<file path="src/rtl/ram_pkg.sv">
//------------------------------------------------------------------------------
// Module  : ram_pkg
// Purpose : Shared types and helpers for the parametrised dual-port
//           distributed RAM: sweep FSM state type and the INIT word locator.
// Ports   : none (package)
// Revision: 1.0 - initial release
//------------------------------------------------------------------------------
`default_nettype none

package ram_pkg;

  // Two-state controller: normal operation or INIT-restore sweep.
  typedef enum logic [0:0] {
    IDLE  = 1'b0,
    SWEEP = 1'b1
  } sweep_state_e;

  // LSB position of word idx inside a flattened INIT vector of
  // width-bit words (word i lives at INIT[i*width +: width]).
  function automatic int init_word_lsb(input int width, input int idx);
    return width * idx;
  endfunction

endpackage

`default_nettype wire

</file>
<file path="src/rtl/ram_dp_core.sv">
//------------------------------------------------------------------------------
// Module  : ram_dp_core
// Purpose : Plain WIDTH x DEPTH storage array, one synchronous write port and
//           two asynchronous read ports. No reset: contents are restored by
//           the sweep logic in the parent.
// Ports   : clk_i                       write clock
//           we_i, waddr_i, wdata_i      write port
//           raddr_a_i / rdata_a_o       async read port A
//           raddr_b_i / rdata_b_o       async read port B
// Revision: 1.0 - initial release
//------------------------------------------------------------------------------
`default_nettype none

module ram_dp_core #(
  parameter int WIDTH = 8,
  parameter int DEPTH = 64,
  parameter int AW    = $clog2(DEPTH)
) (
  input  logic             clk_i,
  input  logic             we_i,
  input  logic [AW-1:0]    waddr_i,
  input  logic [WIDTH-1:0] wdata_i,
  input  logic [AW-1:0]    raddr_a_i,
  input  logic [AW-1:0]    raddr_b_i,
  output logic [WIDTH-1:0] rdata_a_o,
  output logic [WIDTH-1:0] rdata_b_o
);

  logic [WIDTH-1:0] mem_q [DEPTH];

  always_ff @(posedge clk_i) begin
    if (we_i) begin
      mem_q[waddr_i] <= wdata_i;
    end
  end

  assign rdata_a_o = mem_q[raddr_a_i];
  assign rdata_b_o = mem_q[raddr_b_i];

endmodule

`default_nettype wire

</file>
<file path="src/rtl/ram_dp_dist_param.sv">
//------------------------------------------------------------------------------
// Module  : ram_dp_dist_param
// Purpose : Parametrised dual-port distributed RAM with optional output
//           registers, INIT-restore sweep (after reset and on CLR request)
//           and write/read collision flag.
// Ports   : WCLK   clock              RST_N  async active-low reset
//           WE/A/D write port (A also addresses SPO)
//           DPRA   DPO read address   CLR    sweep request (sampled in IDLE)
//           SPO    data at A          DPO    data at DPRA
//           BUSY   sweep in progress  WCOLL  last accepted write had A==DPRA
// Revision: 1.0 - initial release
//------------------------------------------------------------------------------
`default_nettype none

module ram_dp_dist_param
  import ram_pkg::*;
#(
  parameter int                     WIDTH     = 8,
  parameter int                     DEPTH     = 64,
  parameter int                     AW        = $clog2(DEPTH),
  parameter logic [WIDTH*DEPTH-1:0] INIT      = '0,
  parameter int                     OREG      = 0,
  parameter int                     SWEEP_RST = 1
) (
  input  logic             WCLK,
  input  logic             RST_N,
  input  logic             WE,
  input  logic [AW-1:0]    A,
  input  logic [WIDTH-1:0] D,
  input  logic [AW-1:0]    DPRA,
  input  logic             CLR,
  output logic [WIDTH-1:0] SPO,
  output logic [WIDTH-1:0] DPO,
  output logic             BUSY,
  output logic             WCOLL
);

  localparam logic [AW-1:0] c_LAST_ADDR = AW'(DEPTH - 1);
  localparam sweep_state_e  c_RST_STATE = (SWEEP_RST != 0) ? SWEEP : IDLE;

  sweep_state_e     state_q, state_d;
  logic [AW-1:0]    cnt_q, cnt_d;
  logic             wcoll_q, wcoll_d;

  logic             w_busy;
  logic             w_core_we;
  logic [AW-1:0]    w_core_addr;
  logic [WIDTH-1:0] w_core_data;
  logic [WIDTH-1:0] w_init_word;
  logic [WIDTH-1:0] w_rd_a;
  logic [WIDTH-1:0] w_rd_b;

  assign w_busy = (state_q == SWEEP);

  //--------------------------------------------------------------------------
  // Sweep controller
  //--------------------------------------------------------------------------
  always_ff @(posedge WCLK or negedge RST_N) begin
    if (!RST_N) begin
      state_q <= c_RST_STATE;
      cnt_q   <= '0;
      wcoll_q <= 1'b0;
    end else begin
      state_q <= state_d;
      cnt_q   <= cnt_d;
      wcoll_q <= wcoll_d;
    end
  end

  always_comb begin
    state_d = state_q;
    cnt_d   = '0;
    wcoll_d = 1'b0;
    unique case (state_q)
      IDLE: begin
        if (CLR) begin
          state_d = SWEEP;
        end
        wcoll_d = WE && (A == DPRA);
      end
      SWEEP: begin
        // One word restored per cycle; CLR is not looked at here, so a
        // request during the sweep neither restarts nor extends it.
        if (cnt_q == c_LAST_ADDR) begin
          state_d = IDLE;
          cnt_d   = '0;
        end else begin
          cnt_d   = cnt_q + AW'(1);
        end
      end
      default: begin
        state_d = IDLE;
      end
    endcase
  end

  //--------------------------------------------------------------------------
  // Write mux: sweep owns the write port while BUSY. Writes are gated by
  // RST_N so the array is left untouched while reset is held.
  //--------------------------------------------------------------------------
  assign w_init_word = INIT[init_word_lsb(WIDTH, int'(cnt_q)) +: WIDTH];
  assign w_core_we   = RST_N && (w_busy || WE);
  assign w_core_addr = w_busy ? cnt_q       : A;
  assign w_core_data = w_busy ? w_init_word : D;

  ram_dp_core #(
    .WIDTH (WIDTH),
    .DEPTH (DEPTH),
    .AW    (AW)
  ) u_core (
    .clk_i     (WCLK),
    .we_i      (w_core_we),
    .waddr_i   (w_core_addr),
    .wdata_i   (w_core_data),
    .raddr_a_i (A),
    .raddr_b_i (DPRA),
    .rdata_a_o (w_rd_a),
    .rdata_b_o (w_rd_b)
  );

  //--------------------------------------------------------------------------
  // Read outputs. The registered variant samples the array before the
  // same-edge write lands, giving read-first behaviour.
  //--------------------------------------------------------------------------
  if (OREG != 0) begin : g_oreg
    logic [WIDTH-1:0] spo_q;
    logic [WIDTH-1:0] dpo_q;

    always_ff @(posedge WCLK or negedge RST_N) begin
      if (!RST_N) begin
        spo_q <= '0;
        dpo_q <= '0;
      end else begin
        spo_q <= w_rd_a;
        dpo_q <= w_rd_b;
      end
    end

    assign SPO = spo_q;
    assign DPO = dpo_q;
  end else begin : g_async
    assign SPO = w_rd_a;
    assign DPO = w_rd_b;
  end

  assign BUSY  = w_busy;
  assign WCOLL = wcoll_q;

endmodule

`default_nettype wire

</file>
<file path="config.mk">
export PLATFORM = sky130hd
export DESIGN_NAME = ram_dp_dist_param
export DESIGN_NICKNAME = d
export VERILOG_FILES = /design/src/rtl/ram_pkg.sv /design/src/rtl/ram_dp_core.sv /design/src/rtl/ram_dp_dist_param.sv
export SDC_FILE = /design/constraint.sdc
export NUM_CORES = 1
export LEC_CHECK = 0
export BUFFER_PORTS_ARGS = -buffer_cell sky130_fd_sc_hd__buf_2
export CAP_MARGIN = 20
export CORE_ASPECT_RATIO = 1.2
export CORE_MARGIN = 2
export CORE_UTILIZATION = 45
export CTS_CLUSTER_DIAMETER = 120
export DETAILED_ROUTE_END_ITERATION = 6
export HOLD_SLACK_MARGIN = 0.03
export SETUP_SLACK_MARGIN = 0.05
export SLEW_MARGIN = 20
export SYNTH_ARGS = -nofsm -noshare
export SYNTH_HDL_FRONTEND = slang
export SYNTH_SLANG_ARGS = --single-unit
</file>
<file path="constraint.sdc">
create_clock -name WCLK -period 4.4 [get_ports WCLK]
set_input_delay 0.66 -clock WCLK [delete_from_list [all_inputs] [get_ports WCLK]]
set_output_delay 0.66 -clock WCLK [all_outputs]
set_load 0.02 [all_outputs]
</file>
==> impl_metrics.toml, run 1 <==
[yosys]
synth_top_family_by_area = "multiplexers"
synth_xor_area_frac = 0.00321
ys_async_sr_fraction = 0.0154
synth.ff_latch_count = 520
syn_area_um2 = 24600
synth_fp_nets = 1363
yosys-mux-area-fraction = 0.257
synth_ff_type = "edfxtp_1"
synth_warnings = 0
synth_cells = 1338
seq_area_frac_synth = 0.634
synth_compound_area_frac = 0.0442
synthSimpleGateAreaFrac = 0.0413
post_synth.cell_area_avg_um2 = 18.4
synth_fa_ha_area_frac = 0.000509
yosysUniqueCellTypes = 52
synth_edf_count = 512

[route]
wl_per_cell_um = 31.5
drt_iter0_drc = 1654
dr.pass1.iters = 5
vias_per_cell = 6.47
num_vias = 14300
antenna_left = 0
wl_um = 69400
drc = 0

[global_routing]
grt_pass1_vias = 14500
grt_usage = 0.252
grt_pass1_wl_um = 102000
grt_max_degree = 68
grt_antenna_before_repair = 0
overflow = 0

[cts]
cts_tree = "built"
clkLatencyLatePin_ns = 0.60
cts_max_path_buffers = 3
clk_pin_slew_ns = 0.07
cts-resized-gates = 0
cts_hold_buf = 1
cts_buffers = 51
clockRootBuffer = "clkbuf_16"
htree_levels = 2
post-cts-setup-buffer-count = 0
clock_sinks = 520

[setup_path]
worstSetupStartpointType = "input port"
crit_fanout = 51
cp_data_required_time_ns = 3.74
cp-end-kind = "output pin"
r2r_slack_ns = 0.97
worstSetupPathType = "in2out"
arrival_ns = 3.27

[placed_design]
pre_cts_slack_ns = 0.481
io_buffers = 41
gp_congestion = 0.899
dp_hpwl_um = 45800

[sta]
drv_slew = 0
period_needed_ns = 3.93
setup_ws_ns = 0.472
rsz0062_at_grt = "no"
fmaxAchievable_mhz = 255
max_slew.worst_pin.slew_ns = 0.991
hold_violations = 0
fin_tns_setup_ns = 0
slew_headroom = 0.340
finClkSkew_ns = 0.0160
setup_viol = 0
min_period_over_period = 0.893

[floorplan]
die_area_um2 = 56500
die-height_um = 260
core_area_um2 = 53900
row_count = 93
die_w_um = 217
start_util = 0.456
ios = 42

[min_path]
hp-class = "in2reg"

[cells_and_area]
seqCellArea_um2 = 15600
nets = 1482
drive_gt1_frac = 0.337
n_fill_cell = 4256
area_growth_pct = 13.6
multi_input_area_um2 = 8560
diodes = 0

[outcome]
status = "complete, no violations"

[power]
powerDensity_nw_per_um2 = 370
ir_drop_mv = 0.280
p_leak_nw = 8.61

[flow_run]
maxCapViolCount = 0
[state kept, by name (all words and copies together), names as in the netlist]
name	cells
u_core.mem_q	512
cnt_q	6
BUSY	1
WCOLL	1
[where the power goes]
part	switching, mW	internal, mW	total (mW)
logic	0.434	0.317	0.752
clock network	1.88	2.35	4.23
registers	0.000989	5.36	5.36
total	2.32	8.03	10.3
[area by class of cell]
class,instances,area share
flip-flops and latches,520,0.558
well taps,712,0.0319
inverters,10,0.00134
clock buffers,58,0.0482
multi-input cells,713,0.306
repair buffers,161,0.0461
clock inverters,32,0.00824
[path summary, 6_finish.rpt]
path,start,to,cells after the start
max in group asynchronous,RST_N,BUSY,2
min reg2reg,cnt_q[3],cnt_q[3],2
min,CLR,BUSY,3
max reg2reg,BUSY,u_core.mem_q[43][4],5
min in group asynchronous,RST_N,WCOLL,2
max,A[0],SPO[6],8
[cells in the mapped netlist (all sizes together), types with 6 or more instances]
master / number / area share
o32ai: 8 / 0.0029
o211ai: 6 / 0.0018
a211oi: 7 / 0.0021
nor3: 18 / 0.0037
nand3: 9 / 0.0018
a22oi: 8 / 0.0024
buf: 57 / 0.013
inv: 10 / 0.0015
a21oi: 8 / 0.0016
o22ai: 31 / 0.0079
o221ai: 20 / 0.0071
mux4: 243 / 0.22
nand2: 54 / 0.0082
o21ai: 31 / 0.0063
dfrtp: 7 / 0.0071
nor2: 94 / 0.014
edfxtp: 512 / 0.63
clkbuf: 38 / 0.0058
and2: 12 / 0.0031
mux2i: 65 / 0.026
nor2b: 15 / 0.0038
a22o: 6 / 0.0021
nand2b: 8 / 0.0020
mux2: 16 / 0.0073
a221oi: 12 / 0.0043
[through the flow]
step | util | instances | hold slack (ns) | total power [mW] | instance area [µm²]
4_1_cts | 0.518 | 2206 | 0.237 | 10.4 | 27900
3_3_place_gp | 0.489 | 2115 | 0.533 | 6.21 | 26300
6_report | 0.518 | 2206 | 0.265 | 10.3 | 27900
3_5_place_dp | 0.489 | 2115 | 0.532 | 6.21 | 26300
5_1_grt | 0.518 | 2206 | 0.295 | 10.6 | 27900
2_1_floorplan | - | 1338 | 0.364 | 5.95 | 24600
[critical path: stages]
cell	delay, ns
clkbuf_8	0.50
buf_12	0.38
mux4_2	0.28
nand2_1	0.05
nand4_1	0.12
o221ai_1	0.12
o41ai_1	0.73
buf_2	0.30
[kinds of logic after synthesis]
| family | count (synthesis) |
|---|---|
| flops | 520 |
| compound gates | 153 |
| mux | 324 |
| buf+inv | 105 |
| simple gates | 226 |
| fa+ha+maj | 1 |
| xor+xnor | 9 |
[routing by layer]
metal	GRT usage	share of wire
met5	0	0
met1	0.332	0.39
met4	0.109	0.046
met2	0.415	0.49
met3	0.0413	0.072
[layout by cell type (no fill, tap or decap), types with 14 or more instances in the layout]
cell	count
mux2_2	16
nor2_1	94
clkinv_1	14
o22ai_1	31
buf_4	107
o21ai_0	31
clkbuf_16	53
mux4_2	243
buf_2	37
nor3_1	18
nand2_1	54
edfxtp_1	512
o221ai_1	20
mux2i_1	65
No activity file was read; power rests on OpenSTA's default activity.
==> run 2: changes to the inputs <==
- CAP_MARGIN: 20 -> not set
- CORE_MARGIN: 2 -> not set
==> run 2 against run 1 <==
Global-route usage is 1.1 points higher. Die area is 1.7% lower. Largest power group unchanged. Sequential share of layout area is 0.41 points lower. Hold slack worse by 0.0024 ns.
==> impl_metrics.toml, run 2 (synthesis gave the netlist of run 1 again) <==
[outcome]
status = "complete, no violations"

[placed_design]
io_buffers = 41
dpl_cell_area_um2 = 26400
dp.cells = 2123
gp_congestion = 0.911
pre_cts_slack_ns = 0.336
dp_hpwl_um = 47700

[floorplan]
die_area_um2 = 55500
row_count = 93
die-height_um = 258
start_util = 0.457
core_area_um2 = 53800
die_w_um = 215
ios = 42

[cts]
clock_sinks = 520
cts_buffers = 53
clk_pin_slew_ns = 0.06
clockRootBuffer = "clkbuf_16"
cts-resized-gates = 0
post-cts-setup-buffer-count = 0
clkLatencyLatePin_ns = 0.62
htree_levels = 2
cts_tree = "built"
cts_max_path_buffers = 3

[route]
drc = 0
antenna_left = 0
dr.pass1.iters = 6
wl_um = 71600
drt_iter0_drc = 1818
wl_per_cell_um = 32.2
vias_per_cell = 6.46
num_vias = 14400

[sta]
max_slew.worst_pin.slew_ns = 1.11
fin_tns_setup_ns = 0
period_needed_ns = 4.16
hold_violations = 0
fmaxAchievable_mhz = 241
holdWs_ns = 0.263
drv_slew = 0
rsz0062_at_grt = "no"
setup_ws_ns = 0.243
slew_headroom = 0.260
min_period_over_period = 0.945
finClkSkew_ns = 0.0166
setup_viol = 0

[setup_path]
worstSetupPathType = "in2out"
cp-end-kind = "output pin"
arrival_ns = 3.50
crit_fanout = 75
worstSetupStartpointType = "input port"
cp_data_required_time_ns = 3.74

[cells_and_area]
fin_cells = 2221
drive_gt1_frac = 0.345
top_register = "u_core.mem_q"
final_common_cell = "edfxtp_1"
area_growth_pct = 14.5
reg_top3 = "u_core.mem_q: 512 flops, cnt_q: 6 flops"
nets = 1492
layout_common_cells = "edfxtp_1, mux4_2, buf_4, nor2_1, mux2i_1"
n_fill_cell = 4285
largest_reg_flops = 512
diodes = 0
finalInstanceArea_um2 = 28100

[power]
p_leak_nw = 8.70
ir_drop_mv = 0.285
powerDensity_nw_per_um2 = 382

[global_routing]
grt_pass1_vias = 14600
grt_max_degree = 76
overflow = 0
grt_antenna_before_repair = 0
grt_pass1_wl_um = 104000
grt_usage = 0.263

[flow_run]
maxCapViolCount = 0

[min_path]
hp-class = "in2reg"
-- run 2: cell types whose count changed in the layout (fill, tap and decap cells not counted) --
cell        before  now
buf_12          12    9
buf_4          107  118
bufinv_16        3    7
clkbuf_1         5    8
clkbuf_16       53   55
clkinv_1        14   10
clkinv_2        11   10
clkinv_4         2    0
clkinvlp_4       2    6
inv_6            0    1
-- run 2: what timing repair did --
action	CTS	global route
setup endpoints to repair	0	0
hold buffers	1	0
endpoints found under the hold margin	7	0
-- run 2: area by class of cell --
cell class,count,area [µm²],share of cell area
repair buffers,169,1310,0.0466
clock inverters,34,352,0.0125
multi-input cells,713,8560,0.304
clock buffers,63,1410,0.0500
inverters,10,37.5,0.00133
flip-flops and latches,520,15600,0.554
well taps,712,891,0.0317
-- run 2: worst paths after layout --
kind	from	end	slack [ns]	cells past startpoint
worst min register to register	cnt_q[0]	cnt_q[0]	0.68	1
worst max register to register	BUSY	u_core.mem_q[57][4]	0.93	6
max in group asynchronous	RST_N	BUSY	3.71	2
worst max-delay path	A[1]	SPO[6]	0.24	6
worst min-delay path	CLR	BUSY	0.26	3
min in group asynchronous	RST_N	cnt_q[3]	0.44	2
-- run 2: metal layers --
metal,track usage,up-vias,part of all wire
met4,0.124,0,0.051
met1,0.347,7609,0.38
met5,0,-,0
met2,0.431,693,0.50
li1,-,5912,-
met3,0.0382,142,0.068
-- run 2: per-stage QoR --
step	utilization	power [mW]
global route	0.523	11.0
detailed placement	0.490	6.22
CTS	0.523	10.8
floorplan	-	5.95
finish	0.523	10.8
global placement	0.490	6.22
-- run 2: power breakdown --
group          leakage (nW)  switching (mW)  internal, mW  total (mW)
registers              4.39        0.000972          5.36        5.36
clock network         0.846            1.95          2.68        4.63
logic                  3.46           0.443         0.319       0.762
-- run 2: critical path, stage by stage --
cell and delay (ns):
buf_6 0.62, buf_4 0.59, mux4_2 0.33, o221ai_1 0.13, o41ai_1 0.78, buf_2 0.31
